===== src/rtl/avg_pkg.sv =====
// Shared constants and width helpers for the parametrised fixed-point averager.
package avg_pkg;

    function automatic int clog2(input int n);
        int r;
        int v;
        r = 0;
        v = 1;
        while (v < n) begin
            v = v << 1;
            r++;
        end
        return r;
    endfunction

    function automatic int calc_w(input int int_bits, input int frac_bits);
        return int_bits + frac_bits;
    endfunction

    function automatic int calc_sw(input int w, input int n);
        return w + clog2(n);
    endfunction

    function automatic int calc_r(input int w);
        return w + 4;
    endfunction

    // Operand count remaining after `lvl` pairwise levels (odd leftovers carried).
    function automatic int lvl_cnt(input int n, input int lvl);
        int c;
        c = n;
        for (int i = 0; i < lvl; i++) c = (c + 1) / 2;
        return c;
    endfunction

    // round(2^r / n), half rounded up.
    function automatic longint unsigned calc_recip(input int r, input int n);
        longint unsigned num;
        num = (64'd1 << r) + 64'(n / 2);
        return num / 64'(n);
    endfunction

    function automatic longint sat_max(input int w);
        return (64'sd1 <<< (w - 1)) - 64'sd1;
    endfunction

    function automatic longint sat_min(input int w);
        return -(64'sd1 <<< (w - 1));
    endfunction

endpackage


===== src/rtl/average_pipeline_param_if.sv =====
// Sample-set in / mean out bundle for the averager; master drives operands.
interface average_pipeline_param_if #(
    parameter int W    = 14,
    parameter int N_IN = 3
);
    logic              in_valid;
    logic [N_IN*W-1:0] in_data;
    logic [W-1:0]      avg;
    logic              out_valid;
    logic              sat;

    modport master (output in_valid, output in_data,
                    input avg, input out_valid, input sat);
    modport slave  (input in_valid, input in_data,
                    output avg, output out_valid, output sat);
endinterface


===== src/rtl/avg_adder_level.sv =====
// One registered adder-tree level: pairwise sign-extended sums, odd operand carried.
module avg_adder_level #(
    parameter int N_OP = 3,
    parameter int WI   = 14
) (
    input  logic                                 clk,
    input  logic                                 rst,
    input  logic [N_OP*WI-1:0]                   din,
    output logic [((N_OP+1)/2)*(WI+1)-1:0]       dout
);
    localparam int NO = (N_OP + 1) / 2;
    localparam int WO = WI + 1;

    logic [NO*WO-1:0] nxt;

    always_comb begin
        nxt = '0;
        for (int k = 0; k < N_OP / 2; k++) begin
            nxt[k*WO +: WO] = {din[(2*k)*WI + WI - 1],   din[(2*k)*WI +: WI]}
                            + {din[(2*k+1)*WI + WI - 1], din[(2*k+1)*WI +: WI]};
        end
        // Leftover operand keeps its value so every path has the same depth.
        if (N_OP % 2 == 1) begin
            nxt[(NO-1)*WO +: WO] = {din[N_OP*WI - 1], din[(N_OP-1)*WI +: WI]};
        end
    end

    always_ff @(posedge clk) begin
        if (rst) dout <= '0;
        else     dout <= nxt;
    end
endmodule


===== src/rtl/average_pipeline_param.sv =====
// Pipelined mean of N_IN signed fixed-point samples: adder tree, reciprocal scale, round/saturate.
module average_pipeline_param
    import avg_pkg::*;
#(
    parameter int INT_BITS  = 6,
    parameter int FRAC_BITS = 8,
    parameter int N_IN      = 3
) (
    input logic clk,
    input logic rst,
    average_pipeline_param_if.slave bus
);
    localparam int W  = calc_w(INT_BITS, FRAC_BITS);
    localparam int L  = clog2(N_IN);
    localparam int SW = calc_sw(W, N_IN);
    localparam int R  = calc_r(W);
    localparam int PW = SW + R + 1;
    localparam int QW = PW + 1 - R;
    localparam logic [R:0] RECIP_V = (R+1)'(calc_recip(R, N_IN));
    localparam logic signed [QW-1:0] Q_MAX = QW'(sat_max(W));
    localparam logic signed [QW-1:0] Q_MIN = QW'(sat_min(W));

    for (genvar j = 0; j < L; j++) begin : g_lvl
        localparam int NI = lvl_cnt(N_IN, j);
        localparam int NO = lvl_cnt(N_IN, j + 1);
        localparam int WI = W + j;
        logic [NI*WI-1:0]     din;
        logic [NO*(WI+1)-1:0] dout;
        if (j == 0) begin : g_first
            assign din = bus.in_data;
        end else begin : g_next
            assign din = g_lvl[j-1].dout;
        end
        avg_adder_level #(.N_OP(NI), .WI(WI)) u_level (
            .clk  (clk),
            .rst  (rst),
            .din  (din),
            .dout (dout)
        );
    end

    logic [SW-1:0]          sum;
    logic [L:0]             vld_sr;
    logic signed [PW+1:0]   prod_full;
    logic signed [PW-1:0]   prod_q;
    logic signed [PW:0]     rnd;
    logic signed [QW-1:0]   q;

    assign sum = g_lvl[L-1].dout;

    // Both operands widened to the product width so the multiply is plainly signed.
    assign prod_full = $signed({{(R+2){sum[SW-1]}}, sum}) * $signed({{(SW+1){1'b0}}, RECIP_V});

    always_ff @(posedge clk) begin
        if (rst) begin
            vld_sr <= '0;
            prod_q <= '0;
        end else begin
            vld_sr <= {vld_sr[L-1:0], bus.in_valid};
            prod_q <= prod_full[PW-1:0];
        end
    end

    assign rnd = {prod_q[PW-1], prod_q} + (PW+1)'(64'd1 << (R - 1));
    assign q   = QW'(rnd >>> R);

    always_ff @(posedge clk) begin
        if (rst) begin
            bus.avg       <= '0;
            bus.sat       <= 1'b0;
            bus.out_valid <= 1'b0;
        end else begin
            bus.out_valid <= vld_sr[L];
            if (q > Q_MAX) begin
                bus.avg <= Q_MAX[W-1:0];
                bus.sat <= 1'b1;
            end else if (q < Q_MIN) begin
                bus.avg <= Q_MIN[W-1:0];
                bus.sat <= 1'b1;
            end else begin
                bus.avg <= q[W-1:0];
                bus.sat <= 1'b0;
            end
        end
    end
endmodule


===== src/flat_wrapper.sv =====
// flat-port wrapper written by rule: the top's interface ports become plain ports
module average_pipeline_param_flat import avg_pkg::*;
#(
    parameter int INT_BITS  = 6,
    parameter int FRAC_BITS = 8,
    parameter int N_IN      = 3
)
  (clk, rst, bus_in_valid, bus_in_data, bus_avg, bus_out_valid, bus_sat);
  average_pipeline_param_if #(.W((14)), .N_IN(N_IN)) bus_i ();
  input logic clk;
  input logic rst;
  input wire logic [$bits(bus_i.in_valid)-1:0] bus_in_valid;
  input wire logic [$bits(bus_i.in_data)-1:0] bus_in_data;
  output wire logic [$bits(bus_i.avg)-1:0] bus_avg;
  output wire logic [$bits(bus_i.out_valid)-1:0] bus_out_valid;
  output wire logic [$bits(bus_i.sat)-1:0] bus_sat;
  assign bus_i.in_valid = bus_in_valid;
  assign bus_i.in_data = bus_in_data;
  assign bus_avg = bus_i.avg;
  assign bus_out_valid = bus_i.out_valid;
  assign bus_sat = bus_i.sat;
  average_pipeline_param #(.INT_BITS(INT_BITS), .FRAC_BITS(FRAC_BITS), .N_IN(N_IN)) u_core (.clk(clk), .rst(rst), .bus(bus_i));
endmodule

===== config.mk =====
export PLATFORM = sky130hd
export DESIGN_NAME = average_pipeline_param_flat
export DESIGN_NICKNAME = d
export VERILOG_FILES = /design/src/rtl/avg_pkg.sv /design/src/rtl/average_pipeline_param_if.sv /design/src/rtl/avg_adder_level.sv /design/src/rtl/average_pipeline_param.sv /design/src/flat_wrapper.sv
export SDC_FILE = /design/constraint.sdc
export NUM_CORES = 1
export LEC_CHECK = 0
export BUFFER_PORTS_ARGS = -buffer_cell sky130_fd_sc_hd__buf_2
export CORE_MARGIN = 4
export CORE_UTILIZATION = 50
export DETAILED_ROUTE_END_ITERATION = 12
export PLACE_DENSITY_LB_ADDON = 0.1
export RECOVER_POWER = 100
export SLEW_MARGIN = 40
export SYNTH_ARGS = -nofsm -noshare
export SYNTH_HDL_FRONTEND = slang
export SYNTH_SLANG_ARGS = --single-unit

===== constraint.sdc =====
create_clock -name clk -period 5.36 [get_ports clk]
set_input_delay 1.608 -clock clk [delete_from_list [all_inputs] [get_ports clk]]
set_output_delay 1.608 -clock clk [all_outputs]
set_load 0.01 [all_outputs]

Yosys cells after proc, flatten, opt, wreduce, memory -nomap -nowiden
Index checks and enable logic that the tools add are counted.
{"block": "word_totals", "register_bits": 98, "out_inout_bits": 16, "wordCells": 19}
{"block": "classes", "add_sub_neg": 3, "multipliers": 1, "order_cmp": 2, "mux": 4, "n_reduce_logical": 1}
{"cell": "$add 34x19->35 const B", "count": 1}
{"cell": "$mul 16x18->34 const B", "count": 1}
{"cell": "$gt 18x14->1 const B", "count": 1}
{"cell": "$lt 18x14->1 const B", "count": 1}
{"cell": "$add 15x14->16", "count": 1}
{"cell": "$add 14x14->15", "count": 1}
{"cell": "$mux 14", "count": 1}
{"cell": "$mux 13", "count": 1}
{"cell": "$mux 1", "count": 2}
{"cell": "$reduce_or 2->1", "count": 1}

Longest topological paths before layout
Gate-level depths: netlist (run 1).
{"block": "logic_depth", "depth_word": 4, "ltp_mapped": 20, "depth_no_buf": 20}

Cells and area by module
From an unflattened synthesis (run 1), not the netlist that was laid out.
{"block": "unflattened", "hier_cells": 870, "area_unflattened_um2": 7871.3}
{"mod": "average_pipeline_param", "instances": 1, "cells_per_inst": 583, "area_each_um2": 5230.0, "seq_area_each_um2": 720.7}
{"mod": "avg_adder_level at u_core.g_lvl[0].u_level", "instances": 1, "cells_per_inst": 155, "area_each_um2": 1472.7, "seq_area_each_um2": 580.6}
{"mod": "avg_adder_level at u_core.g_lvl[1].u_level", "instances": 1, "cells_per_inst": 132, "area_each_um2": 1168.6, "seq_area_each_um2": 320.3}

Worst setup path after synthesis (run 1)
Ideal clock, no wire load.
{"block": "synth_timing", "kind": "register to register", "from": "register u_core.g_lvl[1].u_level.dout[3]", "to": "register u_core.prod_q[30]", "arrival_ns": 5.102, "required_ns": 5.239, "path_slack_ns": 0.138, "path_stages_with_launch": 20, "n_path_buf": 0, "period_less_slack_ns": 5.222, "path_cell_list": "dfxtp_1 > ha_1 > inv_1 > fa_1 > inv_1 > fa_1 > inv_1 > fa_1 > inv_1 > fa_1 > inv_1 > fa_1 > inv_1 > ha_1 > and3_1 > nand2_1 > o31ai_2 > a21boi_1 > o21ai_0 > mux2_2"}
{"block": "synth_via", "elab_chain_cells": 1}
{"item": "start, declared", "line": "avg_adder_level.sv:9", "rtl": "output logic [((N_OP+1)/2)*(WI+1)-1:0] dout"}
{"item": "start signal, assigned", "line": "avg_adder_level.sv:30", "rtl": "else dout <= nxt;"}
{"item": "$mul 16x18->34", "line": "average_pipeline_param.sv:52", "rtl": "assign prod_full = $signed({{(R+2){sum[SW-1]}}, sum}) * $signed({{(SW+1){1'b0}}, RECIP_V});"}
{"item": "end signal, assigned", "line": "average_pipeline_param.sv:60", "rtl": "prod_q <= prod_full[PW-1:0];"}
{"item": "end, declared", "line": "average_pipeline_param.sv:45", "rtl": "logic signed [PW-1:0] prod_q;"}
No other way between the ends.
A chain may end at the register's enable or synchronous reset.

Worst setup path after layout (run 1)
{"block": "layout_timing", "from": "register u_core.g_lvl[1].u_level.dout[3]", "to": "register, netlist name u_core.prod_q[33]"}
{"block": "layout_via", "elab_chain_cells": 1}
{"item": "$mul 16x18->34", "line": "average_pipeline_param.sv:52"}
No other way between the ends.

==> results of run 1 <==
cell type report:
cell class / instances / area (µm²)
fill: 1365 / 6290
multi-input combinational: 636 / 5630
sequential: 81 / 1620
timing repair buffer: 100 / 576
inverter: 121 / 454
tap: 188 / 235
clock buffer: 10 / 229
clock inverter: 6 / 115
routing by layer:
metal	global-route usage [%]	part of all wire (%)	routed length, µm	up-vias
met4	6.77	2.3	389	0
li1	-	-	-	3094
met5	0	0	0	-
met3	2.52	3.1	516	24
met2	36.0	51	8470	122
met1	23.5	44	7260	2818
placed cells by master, fill, tap and decap left out, drive strengths merged, types with 5 or more instances in the layout:
cell type	instances
xor2	27
nor3	14
nand2	49
o211ai	5
ha	134
buf	82
a221o	5
nand2b	8
nand4	11
fa	59
and3	7
clkbuf	28
a21o	12
nand3	17
a31oi	7
nor2b	33
inv	122
xnor2	23
a21oi	56
nor2	65
dfxtp	81
o21ai	48
worst max-delay path: stages, from the launching register on:
cell	delay [ps]
dfxtp_1	310
ha_1	290
inv_1	50
fa_1	400
fa_1	460
buf_4	150
fa_1	470
inv_1	60
fa_1	530
inv_1	50
fa_1	530
inv_1	40
ha_1	330
a21oi_2	190
o21ai_1	120
a221o_1	380
a221o_1	360
a21oi_2	120
xnor2_1	130
nor2_1	60
logic make-up after synthesis:
family	Yosys count	share of synthesized area [%]
xor gates and xnor gates	50	5.70
buffers and inverters	136	6.83
AOI/OAI and AO/OA	168	14.1
adders and majority gates	194	37.3
muxes	3	0.439
and+or+nand+nor	221	14.5
DFF	81	21.1
cells in the mapped netlist (all sizes together) (2+ instances only):
| cell | instances | area [µm²] |
|---|---|---|
| o21ai | 48 | 278 |
| mux2 | 3 | 33.8 |
| nor2b | 33 | 206 |
| nor2 | 65 | 244 |
| xnor2 | 23 | 201 |
| a21o | 12 | 90.1 |
| a21oi | 56 | 280 |
| buf | 5 | 33.8 |
| a221o | 5 | 50.1 |
| o21a | 4 | 30.0 |
| a21boi | 4 | 30.0 |
| a31oi | 7 | 43.8 |
| xor2 | 27 | 236 |
| dfxtp | 81 | 1620 |
| a311oi | 3 | 26.3 |
| nand2 | 49 | 184 |
| nand4b | 2 | 17.5 |
| clkbuf | 10 | 37.5 |
| nand4 | 11 | 83.8 |
| o22a | 2 | 17.5 |
| and3 | 7 | 45.1 |
| inv | 121 | 454 |
| or3 | 2 | 12.5 |
| a41oi | 3 | 26.3 |
| o21bai | 4 | 33.8 |
| o211ai | 5 | 37.5 |
| a211oi | 2 | 20.0 |
| ha | 134 | 1680 |
| nor3 | 14 | 81.3 |
| nand3 | 17 | 85.1 |
| and2 | 4 | 25.0 |
| nor3b | 3 | 22.5 |
| nand2b | 8 | 50.1 |
| nor4 | 2 | 27.5 |
| a2111oi | 2 | 17.5 |
| a211o | 2 | 17.5 |
| fa | 59 | 1180 |
flip-flops by register name (all words and copies together) (netlist names):
signal / cells
u_core.g_lvl.u_level.dout: 45
u_core.bus.out_valid: 1
u_core.bus.sat: 1
u_core.prod_q: 17
u_core.vld_sr: 3
u_core.bus.avg: 14
through the flow:
step	cell area, µm²	util [%]	worst slack [ps]	cells	setup TNS [ps]
after floorplan	7690	-	138	853	0
after global placement	8430	55.7	-3.64	1123	-3.64
after detailed placement	8430	55.7	-44.5	1123	-44.5
after CTS	8780	58.0	5.88	1139	0
after global routing	8860	58.5	-37.1	1142	-111
final	8860	58.5	193	1142	0
timing repair:
action                     4_1_cts  5_1_grt
pin swaps                        0       10
setup buffers                    0        3
resized for setup                3       30
setup endpoints to repair        2       12
worst max-delay path by stage:
stage | start | endpoint | slack [ps] | depth (start not counted)
finish | u_core.g_lvl[1].u_level.dout[3]$_SDFF_PP0_ | u_core.prod_q[33]$_SDFF_PP0_ | 190 | 19
detailed placement | u_core.g_lvl[1].u_level.dout[15]$_SDFF_PP0_ | u_core.prod_q[31]$_SDFF_PP0_ | -40 | 19
floorplan | u_core.g_lvl[1].u_level.dout[3]$_SDFF_PP0_ | u_core.prod_q[30]$_SDFF_PP0_ | 140 | 19
CTS | u_core.g_lvl[1].u_level.dout[10]$_SDFF_PP0_ | u_core.prod_q[33]$_SDFF_PP0_ | 6 | 18
global placement | u_core.g_lvl[1].u_level.dout[10]$_SDFF_PP0_ | u_core.prod_q[33]$_SDFF_PP0_ | -4 | 18
global route | u_core.g_lvl[1].u_level.dout[3]$_SDFF_PP0_ | u_core.prod_q[31]$_SDFF_PP0_ | -40 | 19
==> results.yml, run 1 <==
run_status:
  status: "finished, final reports clean"
timing:
  relSlewSlack_pct: 41.2
  max_freq_ghz: 0.194
  fin_skew_ps: 11.5
  rsz0062_at_grt: "true"
  hold_violations: 0
  holdWs_ps: 438
  final.min_clock_period_ps: 5170
  setup_viol: 0
  worst_pin_slew_ps: 873
  maxSlewViolCount: 0
  fin_crit_sh_pct: 96.4
worst_setup_path:
  r2r_slack_ps: 190
  arrival_ps: 5380
  r2r-start: "u_core.g_lvl[1].u_level.dout[3]$_SDFF_PP0_"
  cp-end-kind: "flip-flop"
  reg2regPathDepth: 19
  required_ps: 5570
  startpoint_type: "flip-flop"
  crit_fanout: 4
  r2r_end: "u_core.prod_q[33]$_SDFF_PP0_"
  worstSetupPathType: "reg -> reg"
routing:
  dr.pass1.iters: 4
  drc_errors: 0
  wl_per_cell_um: 14.6
  drtIter0Drc: 224
  vias: 6058
  ant_nets: 0
  viasPerCell: 5.30
  totalWireLength_mm: 16.6
finish:
  final_layout_size_suffix_gt1_share_pct: 13.7
  area_delta_synth_final_pct: 15.2
  antenna_cells: 0
  layout.nets: 1187
clocking:
  cts.sinks: 81
  cts_tree: "yes"
  insertion_delay_ps: 340
  cts_root_buffer: "clkbuf_16"
  clockBufferDepth: 2
  clk_pin_slew_worst_paths_ps: 60
  numCtsBuffers: 9
  htreeDepth: 3
  postCtsHoldBufs: 0
min_path:
  hold_depth: 1
  hold_class: "reg -> reg"
  worstHoldStart: "u_core.vld_sr[1]$_SDFF_PP0_"
  whs_endpoint: "u_core.vld_sr[2]$_SDFF_PP0_"
flow_run:
  maxCapViolations: 0
floorplanning:
  placementRows: 45
  initial_utilization_pct: 50.8
  ios: 61
  dieHeight_um: 132
  die_w_um: 132
  core-area_um2: 15100
  dieArea_um2: 17400
yosys:
  synth-warning-count: 0
  synth-edff-count: 0
  seq_area_frac_synth_pct: 21.1
  syn_area_per_cell_um2: 9.01
  synth-async-reset-ratio_pct: 0
  synth_cell_types: 61
  ys_seq_elements: 81
  syn_nets: 1091
  synth_area_um2: 7690
  syn_inst: 853
  synth_ff_type: "dfxtp_1"
grt:
  grt_pass1_vias: 6150
  grt_pass1_wl_mm: 28.3
  grt_util_all_layers_pct: 19.6
  antenna_found_initial: 0
  grt.overflow.total: 0
  grt_max_degree: 53
placement:
  place_congestion: 0.895
  portBuffers: 60
  dpl.hpwl_mm: 13.9
Power of run 1 is not shown: default switching activity piles up to over one toggle a cycle in this logic, so the estimate is an artifact.
==> run 2, diff against run 1 <==
Settings changed: ABC_CLOCK_PERIOD_IN_PS set to 5360, REMOVE_ABC_BUFFERS set to 1.
==> results.yml, run 2 (same netlist as run 1, synthesis figures left out) <==
run_status:
  status: "complete, but fails checks"
  violations: "capacitance limit, slew limit"
grt:
  grt_max_degree: 50
  grt_pass1_wl_mm: 28.0
  grt_pass1_vias: 6199
  antenna_found_initial: 0
  grt.overflow.total: 0
  grt_util_all_layers_pct: 19.3
finish:
  final_layout_size_suffix_gt1_share_pct: 15.3
  fin_util_pct: 58.5
  layout_common_cells: "129 x ha_1, 119 x inv_1, 78 x dfxtp_1, 65 x nor2_1, 57 x fa_1"
  largest_reg_flops: 45
  layout.nets: 1185
  antenna_cells: 0
  area_delta_synth_final_pct: 15.3
  final_common_cell: "ha_1"
  top_regs: "u_core.g_lvl.u_level.dout x45, u_core.prod_q x17, u_core.bus.avg x14"
  regMostFlops: "u_core.g_lvl.u_level.dout"
clocking:
  cts_root_buffer: "clkbuf_16"
  insertion_delay_ps: 340
  clockBufferDepth: 2
  cts.sinks: 81
  clk_pin_slew_worst_paths_ps: 60
  cts_tree: "yes"
  htreeDepth: 3
  numCtsBuffers: 9
placement:
  place_congestion: 0.942
  portBuffers: 60
  dpl.hpwl_mm: 13.8
timing:
  max_freq_ghz: 0.194
  final.min_clock_period_ps: 5160
  setup_viol: 0
  fin_crit_sh_pct: 96.3
  worst_pin_slew_ps: 1930
  hold_violations: 0
  relSlewSlack_pct: -28.8
  maxSlewViolCount: 50
  fin_skew_ps: 11.2
floorplanning:
  dieHeight_um: 132
  die_w_um: 132
  dieArea_um2: 17400
  placementRows: 45
  ios: 61
  core-area_um2: 15100
  initial_utilization_pct: 50.8
routing:
  ant_nets: 0
  dr.pass1.iters: 5
  wl_per_cell_um: 14.3
  viasPerCell: 5.31
  totalWireLength_mm: 16.3
  drc_errors: 0
  drtIter0Drc: 198
  vias: 6059
worst_setup_path:
  arrival_ps: 5390
  crit_chain: "ha_4, inv_1, fa_1, inv_2, fa_2, inv_2, fa_1, inv_1, fa_1, inv_1, fa_1, inv_1, ha_4, a21oi_2, o21ai_1, a221o_1, a221o_1, a311o_1"
  cp-end-kind: "flip-flop"
  worst_path_max_delay_cell: "fa_2"
  required_ps: 5590
  startpoint_type: "flip-flop"
  worstSetupPathType: "reg -> reg"
  cp_top_family: "adder cells"
  crit_fanout: 4
  worst-path-buf-inv: 6
  max_stage_delay_ps: 580
min_path:
  hold_class: "reg -> reg"
flow_run:
  maxCapViolations: 1
-- run 2: final timing paths --
| check | from | endpoint | slack (ps) | cells after the start |
|---|---|---|---|---|
| max | u_core.g_lvl[1].u_level.dout[3]$_SDFF_PP0_ | u_core.prod_q[29]$_SDFF_PP0_ | 200 | 18 |
| min reg2reg | u_core.vld_sr[2]$_SDFF_PP0_ | u_core.bus.out_valid$_SDFF_PP0_ | 440 | 1 |
| max reg2reg | u_core.g_lvl[1].u_level.dout[3]$_SDFF_PP0_ | u_core.prod_q[29]$_SDFF_PP0_ | 200 | 18 |
| min | u_core.vld_sr[2]$_SDFF_PP0_ | u_core.bus.out_valid$_SDFF_PP0_ | 440 | 1 |
-- run 2: layout make-up --
type,count,area [µm²]
clock buffer,10,229
clock inverter,6,42.5
fill,1362,6280
inverter,121,454
multi-input combinational,636,5720
sequential,81,1630
tap,188,235
timing repair buffer,98,558
-- run 2: worst register-to-register path: cells and delay by family, from the launching register on --
family	cells	cell delay, ps
AOI/OAI and AO/OA	5	1360
adders and majority gates	7	3010
buffers and inverters	6	320
DFF	1	330
-- run 2: layer usage --
layer	track usage [%]	wire length, µm
met4	7.06	408
met2	35.4	8300
met5	0	0
met1	23.0	7100
met3	2.67	523
-- run 2: what timing repair did --
item / in CTS / in global routing
resized for setup: 7 / 36
setup buffers: 1 / 0
gates cloned: 0 / 0
setup endpoints to repair: 4 / 13
hold buffers: 0 / 0
pin swaps: 0 / 14
-- run 2: stage by stage --
step | instances | hold slack, ps | area (µm²) | setup WS (ps) | setup TNS [ps]
3_5_place_dp | 1123 | 430 | 8430 | -85.8 | -188
6_report | 1140 | 440 | 8860 | 199 | 0
5_1_grt | 1140 | 458 | 8860 | -63.6 | -99.3
3_3_place_gp | 1123 | 416 | 8430 | 25.9 | 0
4_1_cts | 1140 | 445 | 8750 | 9.36 | 0
2_1_floorplan | 838 | 414 | 7620 | 138 | 0
Power of run 2 is left out for the same reason.
==> run 3, diff against run 2 <==
Settings changed: BUFFER_PORTS_ARGS -buffer_cell sky130_fd_sc_hd__buf_2 to -buffer_cell sky130_fd_sc_hd__clkbuf_2.
==> results.yml, run 3 (same netlist as run 1, synthesis figures left out) <==
run_status:
  status: "complete, but fails checks"
  violations: "capacitance limit, slew limit"
timing:
  hold_violations: 0
  worst_pin_slew_ps: 1990
  setup_viol: 0
  final.min_clock_period_ps: 5200
  fin_skew_ps: 10.0
  relSlewSlack_pct: -32.6
  maxSlewViolCount: 50
  holdWs_ps: 436
  max_freq_ghz: 0.192
  fin_crit_sh_pct: 97.0
floorplanning:
  ios: 61
  dieArea_um2: 17400
  core-area_um2: 15100
  die_w_um: 132
  placementRows: 45
  initial_utilization_pct: 50.8
  dieHeight_um: 132
routing:
  wl_per_cell_um: 14.4
  ant_nets: 0
  dr.pass1.iters: 4
  vias: 5999
  drtIter0Drc: 243
  drc_errors: 0
  viasPerCell: 5.24
  totalWireLength_mm: 16.5
finish:
  multiInputGateArea_um2: 5700
  layout.nets: 1190
  largest_reg_flops: 45
  seqCellArea_um2: 1630
  final_common_cell: "ha_1"
  final_layout_size_suffix_gt1_share_pct: 15.9
  layout_common_cells: "128 x ha_1, 120 x inv_1, 78 x dfxtp_1, 64 x nor2_1, 58 x fa_1"
  area_delta_synth_final_pct: 16.5
  nFillCells: 1312
  top_regs: "u_core.g_lvl.u_level.dout x45, u_core.prod_q x17, u_core.bus.avg x14"
  antenna_cells: 0
  regMostFlops: "u_core.g_lvl.u_level.dout"
grt:
  grt_pass1_wl_mm: 27.4
  grt_util_all_layers_pct: 19.1
  grt_max_degree: 50
  antenna_found_initial: 0
  grt_pass1_vias: 6134
  grt.overflow.total: 0
clocking:
  clockBufferDepth: 2
  cts.sinks: 81
  cts_tree: "yes"
  htreeDepth: 3
  cts_root_buffer: "clkbuf_16"
  numCtsBuffers: 9
  postCtsHoldBufs: 0
  clk_pin_slew_worst_paths_ps: 60
  insertion_delay_ps: 350
worst_setup_path:
  required_ps: 5590
  max_stage_delay_ps: 580
  arrival_ps: 5430
  reg2regPathDepth: 19
  r2r_slack_ps: 160
  startpoint_type: "flip-flop"
  worst_path_max_delay_cell: "fa_1"
  crit_path_frequent_cell: "fa_1"
  cp-end-kind: "flip-flop"
  worstSetupPathType: "reg -> reg"
  crit_chain: "ha_4, inv_1, fa_1, inv_1, fa_1, inv_2, fa_1, fa_1, fa_1, inv_1, ha_1, nand2_1, a21oi_1, a221oi_2, buf_4, o31ai_4, a21boi_2, o21ai_1, mux2_2"
  crit_fanout: 4
min_path:
  hold_class: "reg -> reg"
  hold_depth: 1
placement:
  dpl.hpwl_mm: 14.0
  portBuffers: 60
  place_congestion: 0.887
flow_run:
  maxCapViolations: 1
[run 3: worst max-delay path, delay by kind of cell, from the launching register on]
kind	cells	cell delay, ps
adder cells (fa/ha/maj)	7	3110
multiplexers	1	340
AND/OR/NAND/NOR	1	60
buffers and inverters	5	370
AO/OA/AOI/OAI	5	860
flip-flops	1	330
[run 3: metrics by stage]
step / utilization (%) / setup WS, ps / cells / cell area (µm²) / setup TNS [ps]
detailed placement: 55.8 / -40.4 / 1126 / 8450 / -61.8
global route: 59.1 / -69.9 / 1144 / 8960 / -189
global placement: 55.8 / 73.9 / 1126 / 8450 / 0
floorplan: - / 138 / 838 / 7620 / 0
CTS: 58.2 / 5.27 / 1141 / 8810 / 0
finish: 59.1 / 161 / 1144 / 8960 / 0
[run 3: path summary, 6_finish.rpt]
path                                                                 start                           end
worst max-delay path            u_core.g_lvl[1].u_level.dout[3]$_SDFF_PP0_  u_core.prod_q[30]$_SDFF_PP0_
worst min register to register                 u_core.vld_sr[0]$_SDFF_PP0_   u_core.vld_sr[1]$_SDFF_PP0_
worst min-delay path                           u_core.vld_sr[0]$_SDFF_PP0_   u_core.vld_sr[1]$_SDFF_PP0_
worst max register to register  u_core.g_lvl[1].u_level.dout[3]$_SDFF_PP0_  u_core.prod_q[30]$_SDFF_PP0_
[run 3: cell type report]
| class | instances | area share, % |
|---|---|---|
| clock inverter | 5 | 1.16 |
| clock buffer | 10 | 2.67 |
| inverter | 121 | 5.07 |
| tap | 188 | 2.63 |
| timing repair buffer | 103 | 6.73 |
| sequential | 81 | 18.1 |
| multi-input combinational | 636 | 63.6 |
[run 3: repair_timing]
| action | in CTS | in global routing |
|---|---|---|
| pin swaps | 0 | 12 |
| setup endpoints to repair | 3 | 12 |
| setup buffers | 0 | 3 |
| resized for setup | 3 | 42 |
[run 3: routing by layer]
metal / wire (µm) / GRT usage [%] / vias to the layer above
met3: 607 / 3.32 / 27
met2: 8310 / 34.9 / 118
met5: 0 / 0 / -
met1: 7090 / 22.3 / 2758
li1: - / - / 3096
met4: 457 / 6.88 / 0
Power of run 3 is left out for the same reason.
